## src/rtl/mem_bus_pkg.sv

```systemverilog
// rtl/mem_bus_pkg.sv - shared widths and responder state encoding for the word memory bus
// Contents: MEM_ADDR_W / MEM_DATA_W bus widths, WAIT_CNT_W wait counter width,
// resp_state_t responder FSM encoding.
package mem_bus_pkg;

  localparam int MEM_ADDR_W = 19;
  localparam int MEM_DATA_W = 16;
  localparam int WAIT_CNT_W = 4;

  typedef enum logic [1:0] {
    IDLE   = 2'd0,
    ACTIVE = 2'd1,
    ACK    = 2'd2,
    TURN   = 2'd3
  } resp_state_t;

endpackage

```

## src/rtl/sram_bus_responder_if.sv

```systemverilog
// rtl/sram_bus_responder_if.sv - initiator/responder handshake bundle of the 16-bit word memory bus
// Signals: m_addr word address [19:1], m_data_in write data, m_data_out read data,
// m_access request (held until ack), m_ack one-cycle completion, m_wr_en 1=write,
// m_bytesel {high, low} byte enables.
// Modports: master = arbiter side, slave = responder side.
interface sram_bus_responder_if;
  import mem_bus_pkg::*;

  logic [MEM_ADDR_W-1:0] m_addr;
  logic [MEM_DATA_W-1:0] m_data_in;
  logic [MEM_DATA_W-1:0] m_data_out;
  logic                  m_access;
  logic                  m_ack;
  logic                  m_wr_en;
  logic [1:0]            m_bytesel;

  modport master (
    output m_addr, m_data_in, m_access, m_wr_en, m_bytesel,
    input  m_data_out, m_ack
  );

  modport slave (
    input  m_addr, m_data_in, m_access, m_wr_en, m_bytesel,
    output m_data_out, m_ack
  );

endinterface

```

## src/rtl/sram_bus_responder.sv

```systemverilog
// rtl/sram_bus_responder.sv - serves word memory bus requests from an asynchronous 16-bit SRAM
// Ports: clk, reset_n (async, active low); bus (slave modport of the memory bus);
// sram_addr / sram_dq_out / sram_dq_oe / sram_dq_in pad address and data;
// sram_ce_n, sram_oe_n, sram_we_n, sram_ub_n, sram_lb_n active-low strobes;
// busy high whenever the FSM is not idle.
// Parameters: WAIT_STATES (0..15) extra access cycles, TURNAROUND (0..3) idle
// cycles after each ack.
module sram_bus_responder
  import mem_bus_pkg::*;
#(
  parameter int WAIT_STATES = 1,
  parameter int TURNAROUND  = 1
) (
  input  logic                  clk,
  input  logic                  reset_n,
  sram_bus_responder_if.slave   bus,
  output logic [MEM_ADDR_W-1:0] sram_addr,
  output logic [MEM_DATA_W-1:0] sram_dq_out,
  output logic                  sram_dq_oe,
  input  logic [MEM_DATA_W-1:0] sram_dq_in,
  output logic                  sram_ce_n,
  output logic                  sram_oe_n,
  output logic                  sram_we_n,
  output logic                  sram_ub_n,
  output logic                  sram_lb_n,
  output logic                  busy
);

  localparam logic [WAIT_CNT_W-1:0] WAIT_LOAD = WAIT_CNT_W'(WAIT_STATES);
  localparam logic [1:0] TURN_LOAD = (TURNAROUND > 0) ? 2'(TURNAROUND - 1) : 2'd0;

  resp_state_t           state_q, state_d;
  logic [WAIT_CNT_W-1:0] wait_cnt_q, wait_cnt_d;
  logic [1:0]            turn_cnt_q, turn_cnt_d;
  logic                  wr_q, wr_d;
  logic [1:0]            bsel_q, bsel_d;
  logic [MEM_ADDR_W-1:0] addr_q, addr_d;
  logic [MEM_DATA_W-1:0] wdata_q, wdata_d;
  logic [MEM_DATA_W-1:0] rdata_q, rdata_d;
  logic                  ce_n_q, ce_n_d;
  logic                  oe_n_q, oe_n_d;
  logic                  we_n_q, we_n_d;
  logic                  ub_n_q, ub_n_d;
  logic                  lb_n_q, lb_n_d;
  logic                  dq_oe_q, dq_oe_d;
  logic                  ack_q, ack_d;
  logic                  busy_q, busy_d;
  logic                  act_d;

  always_comb begin
    state_d    = state_q;
    wait_cnt_d = wait_cnt_q;
    turn_cnt_d = turn_cnt_q;
    wr_d       = wr_q;
    bsel_d     = bsel_q;
    addr_d     = addr_q;
    wdata_d    = wdata_q;
    rdata_d    = rdata_q;

    case (state_q)
      IDLE: begin
        // The only place the request and its qualifiers are looked at.
        if (bus.m_access) begin
          wr_d       = bus.m_wr_en;
          bsel_d     = bus.m_bytesel;
          addr_d     = bus.m_addr;
          wdata_d    = bus.m_data_in;
          wait_cnt_d = WAIT_LOAD;
          state_d    = ACTIVE;
        end
      end
      ACTIVE: begin
        if (wait_cnt_q == '0) begin
          if (!wr_q) begin
            rdata_d = sram_dq_in;
          end
          state_d = ACK;
        end else begin
          wait_cnt_d = wait_cnt_q - WAIT_CNT_W'(1);
        end
      end
      ACK: begin
        if (TURNAROUND > 0) begin
          turn_cnt_d = TURN_LOAD;
          state_d    = TURN;
        end else begin
          state_d = IDLE;
        end
      end
      TURN: begin
        if (turn_cnt_q == 2'd0) begin
          state_d = IDLE;
        end else begin
          turn_cnt_d = turn_cnt_q - 2'd1;
        end
      end
      default: state_d = IDLE;
    endcase

    // Pad controls are registered from the next state so every output is a
    // flop; the strobes therefore change exactly on state entry.
    act_d   = (state_d == ACTIVE);
    ce_n_d  = !act_d;
    oe_n_d  = !(act_d && !wr_d);
    // A write with no byte lanes enabled still runs its cycles but never pulses WE.
    we_n_d  = !(act_d && wr_d && (bsel_d != 2'b00));
    ub_n_d  = !(act_d && (!wr_d || bsel_d[1]));
    lb_n_d  = !(act_d && (!wr_d || bsel_d[0]));
    // Write data stays driven through ACK to give hold time after WE rises.
    dq_oe_d = wr_d && (act_d || (state_d == ACK));
    ack_d   = (state_d == ACK);
    busy_d  = (state_d != IDLE);
  end

  always_ff @(posedge clk or negedge reset_n) begin
    if (!reset_n) begin
      state_q    <= IDLE;
      wait_cnt_q <= '0;
      turn_cnt_q <= 2'd0;
      wr_q       <= 1'b0;
      bsel_q     <= 2'b00;
      addr_q     <= '0;
      wdata_q    <= '0;
      rdata_q    <= '0;
      ce_n_q     <= 1'b1;
      oe_n_q     <= 1'b1;
      we_n_q     <= 1'b1;
      ub_n_q     <= 1'b1;
      lb_n_q     <= 1'b1;
      dq_oe_q    <= 1'b0;
      ack_q      <= 1'b0;
      busy_q     <= 1'b0;
    end else begin
      state_q    <= state_d;
      wait_cnt_q <= wait_cnt_d;
      turn_cnt_q <= turn_cnt_d;
      wr_q       <= wr_d;
      bsel_q     <= bsel_d;
      addr_q     <= addr_d;
      wdata_q    <= wdata_d;
      rdata_q    <= rdata_d;
      ce_n_q     <= ce_n_d;
      oe_n_q     <= oe_n_d;
      we_n_q     <= we_n_d;
      ub_n_q     <= ub_n_d;
      lb_n_q     <= lb_n_d;
      dq_oe_q    <= dq_oe_d;
      ack_q      <= ack_d;
      busy_q     <= busy_d;
    end
  end

  assign sram_addr      = addr_q;
  assign sram_dq_out    = wdata_q;
  assign sram_dq_oe     = dq_oe_q;
  assign sram_ce_n      = ce_n_q;
  assign sram_oe_n      = oe_n_q;
  assign sram_we_n      = we_n_q;
  assign sram_ub_n      = ub_n_q;
  assign sram_lb_n      = lb_n_q;
  assign busy           = busy_q;
  assign bus.m_data_out = rdata_q;
  assign bus.m_ack      = ack_q;

endmodule
```

## src/flat_wrapper.sv

```systemverilog
// flat-port wrapper written by rule: the top's interface ports become plain ports
module sram_bus_responder_flat import mem_bus_pkg::*;
#(
  parameter int WAIT_STATES = 1,
  parameter int TURNAROUND  = 1
)
  (clk, reset_n, sram_addr, sram_dq_out, sram_dq_oe, sram_dq_in, sram_ce_n, sram_oe_n, sram_we_n, sram_ub_n, sram_lb_n, busy, bus_m_addr, bus_m_data_in, bus_m_access, bus_m_wr_en, bus_m_bytesel, bus_m_data_out, bus_m_ack);
  sram_bus_responder_if bus_i ();
  input  logic clk;
  input  logic reset_n;
  output logic [MEM_ADDR_W-1:0] sram_addr;
  output logic [MEM_DATA_W-1:0] sram_dq_out;
  output logic sram_dq_oe;
  input  logic [MEM_DATA_W-1:0] sram_dq_in;
  output logic sram_ce_n;
  output logic sram_oe_n;
  output logic sram_we_n;
  output logic sram_ub_n;
  output logic sram_lb_n;
  output logic busy;
  input wire logic [$bits(bus_i.m_addr)-1:0] bus_m_addr;
  input wire logic [$bits(bus_i.m_data_in)-1:0] bus_m_data_in;
  input wire logic [$bits(bus_i.m_access)-1:0] bus_m_access;
  input wire logic [$bits(bus_i.m_wr_en)-1:0] bus_m_wr_en;
  input wire logic [$bits(bus_i.m_bytesel)-1:0] bus_m_bytesel;
  output wire logic [$bits(bus_i.m_data_out)-1:0] bus_m_data_out;
  output wire logic [$bits(bus_i.m_ack)-1:0] bus_m_ack;
  assign bus_i.m_addr = bus_m_addr;
  assign bus_i.m_data_in = bus_m_data_in;
  assign bus_i.m_access = bus_m_access;
  assign bus_i.m_wr_en = bus_m_wr_en;
  assign bus_i.m_bytesel = bus_m_bytesel;
  assign bus_m_data_out = bus_i.m_data_out;
  assign bus_m_ack = bus_i.m_ack;
  sram_bus_responder #(.WAIT_STATES(WAIT_STATES), .TURNAROUND(TURNAROUND)) u_core (.clk(clk), .reset_n(reset_n), .bus(bus_i), .sram_addr(sram_addr), .sram_dq_out(sram_dq_out), .sram_dq_oe(sram_dq_oe), .sram_dq_in(sram_dq_in), .sram_ce_n(sram_ce_n), .sram_oe_n(sram_oe_n), .sram_we_n(sram_we_n), .sram_ub_n(sram_ub_n), .sram_lb_n(sram_lb_n), .busy(busy));
endmodule
```

## config.mk

```make
export PLATFORM = sky130hd
export DESIGN_NAME = sram_bus_responder_flat
export DESIGN_NICKNAME = d
export VERILOG_FILES = /design/src/rtl/mem_bus_pkg.sv /design/src/rtl/sram_bus_responder_if.sv /design/src/rtl/sram_bus_responder.sv /design/src/flat_wrapper.sv
export SDC_FILE = /design/constraint.sdc
export NUM_CORES = 1
export LEC_CHECK = 0
export ABC_AREA = 0
export BUFFER_PORTS_ARGS = -buffer_cell sky130_fd_sc_hd__buf_2
export CAP_MARGIN = 10
export CORE_AREA = 2 2 125 90
export CTS_CLUSTER_SIZE = 28
export DETAILED_ROUTE_END_ITERATION = 12
export DIE_AREA = 0 0 127 92
export HOLD_SLACK_MARGIN = 0.08
export PLACE_DENSITY = 0.61
export SYNTH_ARGS = -nofsm -noshare
export SYNTH_HDL_FRONTEND = slang
export SYNTH_SLANG_ARGS = --single-unit
```

## constraint.sdc

```tcl
create_clock -name clk -period 4.1 [get_ports clk]
set_input_delay 0.41 -clock clk [delete_from_list [all_inputs] [get_ports clk]]
set_output_delay 0.41 -clock clk [all_outputs]
set_load 0.05 [all_outputs]
```

# After elaboration in Yosys (flattened, before gate mapping)
# Index checks and enable logic that the tools add are counted.
totals:
  ff_bits: 70
  input_bits: 57
  out_inout_bits: 59
  elab_cells: 66
op_classes:
  n_addsub: 2
  n_eq_ne: 8
  mux: 13
  bitwise: 1
  reduce_logical: 26
ops:
  columns: ["op", "count"]
  rows:
  - ["2-to-1 mux 2 bit", 6]
  - ["2-to-1 mux 4 bit", 2]
  - ["case mux 2 bit (4 select lines)", 1]
  - ["case mux 4 bit (2 select lines)", 1]
  - ["nonzero test 2 bit", 4]
  - ["== test 2 bit (second input constant)", 3]
  - ["logical AND 1 bit", 6]
  - ["logical NOT 1 bit", 6]
  - ["inequality test 2 bit (second input constant)", 3]
  - ["AND reduction 3 bit", 2]
  - ["== test 2 x 1 -> 1 bit (second input constant)", 2]
  - ["logical NOT 2 bit", 2]
  - ["logical NOT 4 bit", 1]
  - ["case mux 2 bit (2 select lines)", 1]
  - ["AND reduction 2 bit", 2]
  - ["subtractor 4 x 1 -> 4 bit (second input constant)", 1]
  - ["logical OR 1 bit", 3]
  - ["2-to-1 mux 1 bit", 2]
  - ["subtractor 2 x 1 -> 2 bit (second input constant)", 1]
  - ["inverter 1 bit", 1]

# Logic depth before layout (Yosys ltp)
depth:
  word_depth: 7
  ltp_mapped: 7
  ltp_nobuf: 7

# Least setup slack after synthesis
# OpenSTA, ideal clock, no wires.
synth_path:
  kind: "flip-flop to flip-flop"
  startpoint: "register u_core.wait_cnt_q[0]"
  endpoint: "register u_core.dq_oe_q (netlist: u_core.sram_dq_oe)"
  setup_time_ns: 0.127
  arrival_ns: 1.781
  required_ns: 3.973
  slack_ns: 2.192
  path_stages_with_launch: 8
  n_path_buf: 0
  synth_period_minus_slack_ns: 1.908
  path_cell_list: "dfrtp_1 -> inv_1 -> ha_1 -> nor3b_4 -> and3_1 -> or3_1 -> ha_1 -> nor2b_1"
synth_between:
  elab_chain_len: 6
  word_cells_on_any_way: 7
  cone_classes: "eq/ne: 2; mux: 2; reduce/logical: 3"
synth_rtl:
  columns: ["item", "line_no", "rtl"]
  rows:
  - ["start: declaration", "sram_bus_responder.sv:33", "logic [WAIT_CNT_W-1:0] wait_cnt_q, wait_cnt_d;"]
  - ["start signal: assignment", "sram_bus_responder.sv:135", "wait_cnt_q <= wait_cnt_d;"]
  - ["logical NOT 4 bit *", "sram_bus_responder.sv:73", "if (wait_cnt_q == '0) begin"]
  - ["2-to-1 mux 2 bit *", "sram_bus_responder.sv:73", null]
  - ["case mux 2 bit (4 select lines) *", "sram_bus_responder.sv:60", "case (state_q)"]
  - ["== test 2 x 1 -> 1 bit or == test 2 bit (tied branches)", "sram_bus_responder.sv:102, sram_bus_responder.sv:110", null]
  - ["logical OR 1 bit *", "sram_bus_responder.sv:110", "dq_oe_d = wr_d && (act_d || (state_d == ACK));"]
  - ["logical AND 1 bit *", "sram_bus_responder.sv:110", null]
  - ["net u_core.dq_oe_d", "sram_bus_responder.sv:45", "logic dq_oe_q, dq_oe_d;"]
  - ["end signal: assignment", "sram_bus_responder.sv:147", "dq_oe_q <= dq_oe_d;"]
  - ["end: declaration", "sram_bus_responder.sv:45", null]
# The timed path passes the listed nets; every way through them passes the cells marked *.
# A chain may end at the register's enable or synchronous reset.

# Worst setup path in the final report
layout_path:
  startpoint: "register u_core.wait_cnt_q[0]"
  endpoint: "register u_core.rdata_q[3] (netlist: u_core.bus.m_data_out[3])"
layout_between:
  elab_chain_len: 2
layout_rtl:
  columns: ["item", "line_no", "rtl"]
  rows:
  - ["logical NOT 4 bit", "sram_bus_responder.sv:73", null]
  - ["AND reduction 3 bit (no source line)", null, null]
  - ["end signal: assignment", "sram_bus_responder.sv:141", "rdata_q <= rdata_d;"]
  - ["end: declaration", "sram_bus_responder.sv:39", "logic [MEM_DATA_W-1:0] rdata_q, rdata_d;"]
# No other way between the ends.

==> run summary <==
Outcome -> finished clean
HPWL after DPL -> 4.20 mm
Final Hold Viols -> 0
Layout Nets -> 375
Worst clock skew -> 0.00580 ns
Worst Setup Start Kind -> register
Num CTS Buffers -> 9
CP required -> 4.30 ns
Cells after synthesis -> 192
First-pass GRT wire length -> 9.40 mm
Register-to-Register Path Depth -> 5
Final Slew Violations -> 0
Worst-path clk slew -> 0.06 ns
Die Span Y -> 92 µm
RePlAce Congestion -> 0.674
Yosys warns -> 0
Post-Syn Area -> 2880 µm²
Initial Utilization -> 27.1%
First-pass DRT Iterations -> 4
Clock root cell -> clkbuf_16
Slew HR -> 38.8%
CTS resizes -> 0
All-Layer GR Usage -> 10.4%
Vias in the first global route -> 1969
Fmax -> 488 MHz
Largest cells by area after synthesis -> dfrtp_1 (56%), mux2_2 (16%), mux2_4 (5.2%), dfstp_2 (4.6%), ha_1 (2.6%)
Most common cell after layout, fill and taps aside -> buf_2
Largest net degree at the start of global routing -> 44
Proportion of layout cells with a drive suffix above 1 -> 60.6%
Adder-Cell Fraction of Synth Area -> 2.60%
Via count -> 1939
TritonCTS clock tree -> done
Port Buf Inserts -> 115
First DRT Iteration DRCs -> 36
Part of the Yosys area used for sequential elements -> 61.0%
Area grow syn2layout -> 33.9%
Total routed wirelength -> 5.82 mm
R2r endpoint -> u_core.bus.m_data_out[3]
# Post-CTS Setup Buffers -> 0
CTS H-Tree Depth -> 3
Syn avg cell area -> 15.0 µm²
Period utilization -> 50.0%
FP Rows -> 32
Simple-gate share of the synthesized area -> 6.46%
DR WL/cell -> 12.9 µm
Count of filler cells inserted in the layout -> 1042
Yosys top cell by area -> dfrtp_1
Slew @ Worst Pin -> 0.919 ns
Hold Buf Count CTS -> 0
Critical path arrival -> 2.25 ns
Reg2reg setup slack -> 2.05 ns
# diodes -> 0
Grt ovf -> 0
RSZ-0062 raised after global routing -> no
XOR/XNOR Fraction of Synth Area -> 0%
Die area -> 11700 µm²
CTS Sinks -> 70
Unique masters post-synth -> 33
Setup TNS -> 0 ns
Bufs on Longest Clock Path -> 2
HP Class -> in2async
Top cell type's share of synthesized area -> 56.4%
Flops & latches, synth -> 70
Later-pin clock latency in the skew report -> 0.32 ns
Post-DRT Antenna Nets -> 0
WS Path Type -> reg2reg
Mux cell area share after synthesis -> 22.7%
Max Cap Viol -> 0
Final setup vio count -> 0
Fin crit period -> 2.05 ns
Compound-Gate Fraction of Synth Area -> 4.60%
Commonest non-fill, non-tap cells in the layout -> buf_2 (115), dfrtp_1 (65), mux2_2 (41), mux2_4 (10)
Ports -> 116
Drt via density -> 4.28
Initial antenna violation count -> 0
Critical Path Sink Type -> register
Critical Path Fanout Max -> 16
Die X -> 127 µm
Core area -> 10700 µm²
Main combinational cell family by area after synthesis -> multiplexers
DR DRC count -> 0
Post-Syn Nets -> 255
R2R Path Start -> u_core.wait_cnt_q[0]
-- cell type report --
class                   count  area, µm²  share of cell area (%)
multi-input cells         105       1050                    27.2
flip-flops and latches     70       1760                    45.5
clock buffers              11        233                    6.03
clock inverters             5       27.5                   0.713
repair buffers            117        591                    15.3
well taps                 136        170                    4.41
inverters                   9       33.8                   0.875
-- worst max-delay path by stage --
| stage | endpoint | slack, ns | start |
|---|---|---|---|
| finish | u_core.bus.m_data_out[3] | 2.05 | u_core.wait_cnt_q[0] |
| global route | u_core.bus.m_data_out[3] | 1.90 | u_core.wait_cnt_q[0] |
| global placement | u_core.sram_dq_oe | 2.13 | u_core.wait_cnt_q[0] |
| detailed placement | u_core.bus.m_data_out[1] | 2.03 | u_core.wait_cnt_q[0] |
| floorplan | u_core.sram_dq_oe | 2.19 | u_core.wait_cnt_q[0] |
| CTS | u_core.bus.m_data_out[14] | 2.02 | u_core.wait_cnt_q[0] |
-- routing by layer --
layer | global-route usage, % | up-vias | wire (µm)
met5 | 0 | - | 0
met4 | 3.94 | 0 | 66
met3 | 4.55 | 7 | 480
met2 | 16.3 | 85 | 2710
met1 | 12.6 | 928 | 2570
li1 | - | 919 | -
-- flip-flops by register name, summed over array words and instances, names as in the netlist --
signal / flops
u_core.sram_oe_n: 1
u_core.sram_addr: 19
u_core.state_q: 2
u_core.bus.m_data_out: 16
u_core.wr_q: 1
u_core.busy: 1
u_core.sram_ce_n: 1
u_core.bsel_q: 2
u_core.sram_dq_out: 16
u_core.sram_we_n: 1
u_core.turn_cnt_q: 2
u_core.wait_cnt_q: 4
u_core.sram_lb_n: 1
u_core.bus.m_ack: 1
u_core.sram_dq_oe: 1
u_core.sram_ub_n: 1
-- cells by family after synthesis --
logic type / Yosys count
simple gates: 26
buf+inv: 17
fa+ha+maj: 6
compound gates: 18
flops: 70
mux: 55
-- per-stage QoR --
step | worst slack [ns] | hold WS, ns | instances | instance area [µm²] | utilization, %
final | 2.05 | 0.221 | 453 | 3860 | 36.3
after global routing | 1.90 | 0.277 | 453 | 3860 | 36.3
after CTS | 2.02 | 0.254 | 453 | 3860 | 36.3
after detailed placement | 2.03 | 0.490 | 437 | 3600 | 33.8
after global placement | 2.13 | 0.484 | 437 | 3600 | 33.8
after floorplan | 2.19 | 0.114 | 192 | 2880 | -
-- synth_stat cells --
| cell type | n |
|---|---|
| o41ai_1 | 2 |
| buf_6 | 1 |
| nand4_4 | 1 |
| or2_2 | 2 |
| o311ai_0 | 2 |
| mux2i_1 | 2 |
| dfrtp_1 | 65 |
| nand2b_1 | 1 |
| o31ai_1 | 1 |
| buf_2 | 5 |
| dfstp_2 | 5 |
| nor4b_1 | 1 |
| and3_1 | 2 |
| and2_1 | 2 |
| o21bai_1 | 1 |
| mux2_4 | 10 |
| a311oi_1 | 1 |
| nor2b_1 | 2 |
| a22o_1 | 3 |
| nand3b_1 | 2 |
| or3_1 | 1 |
| nand2_1 | 7 |
| clkbuf_1 | 2 |
| mux2_1 | 2 |
| nor3b_4 | 2 |
| a311o_1 | 1 |
| inv_1 | 9 |
| a21oi_1 | 1 |
| ha_1 | 6 |
| mux2_2 | 41 |
| nor3_1 | 3 |
| a21o_1 | 1 |
| o21ai_0 | 5 |
-- worst max-delay path, stage by stage (launching register included) --
cell	delay, ns
dfrtp_1	0.40
inv_1	0.13
ha_1	0.18
nor3b_4	0.39
nand4_4	0.39
mux2_4	0.43
Power is not shown: default switching activity piles up to over one toggle a cycle in this logic, so the estimate is an artifact.
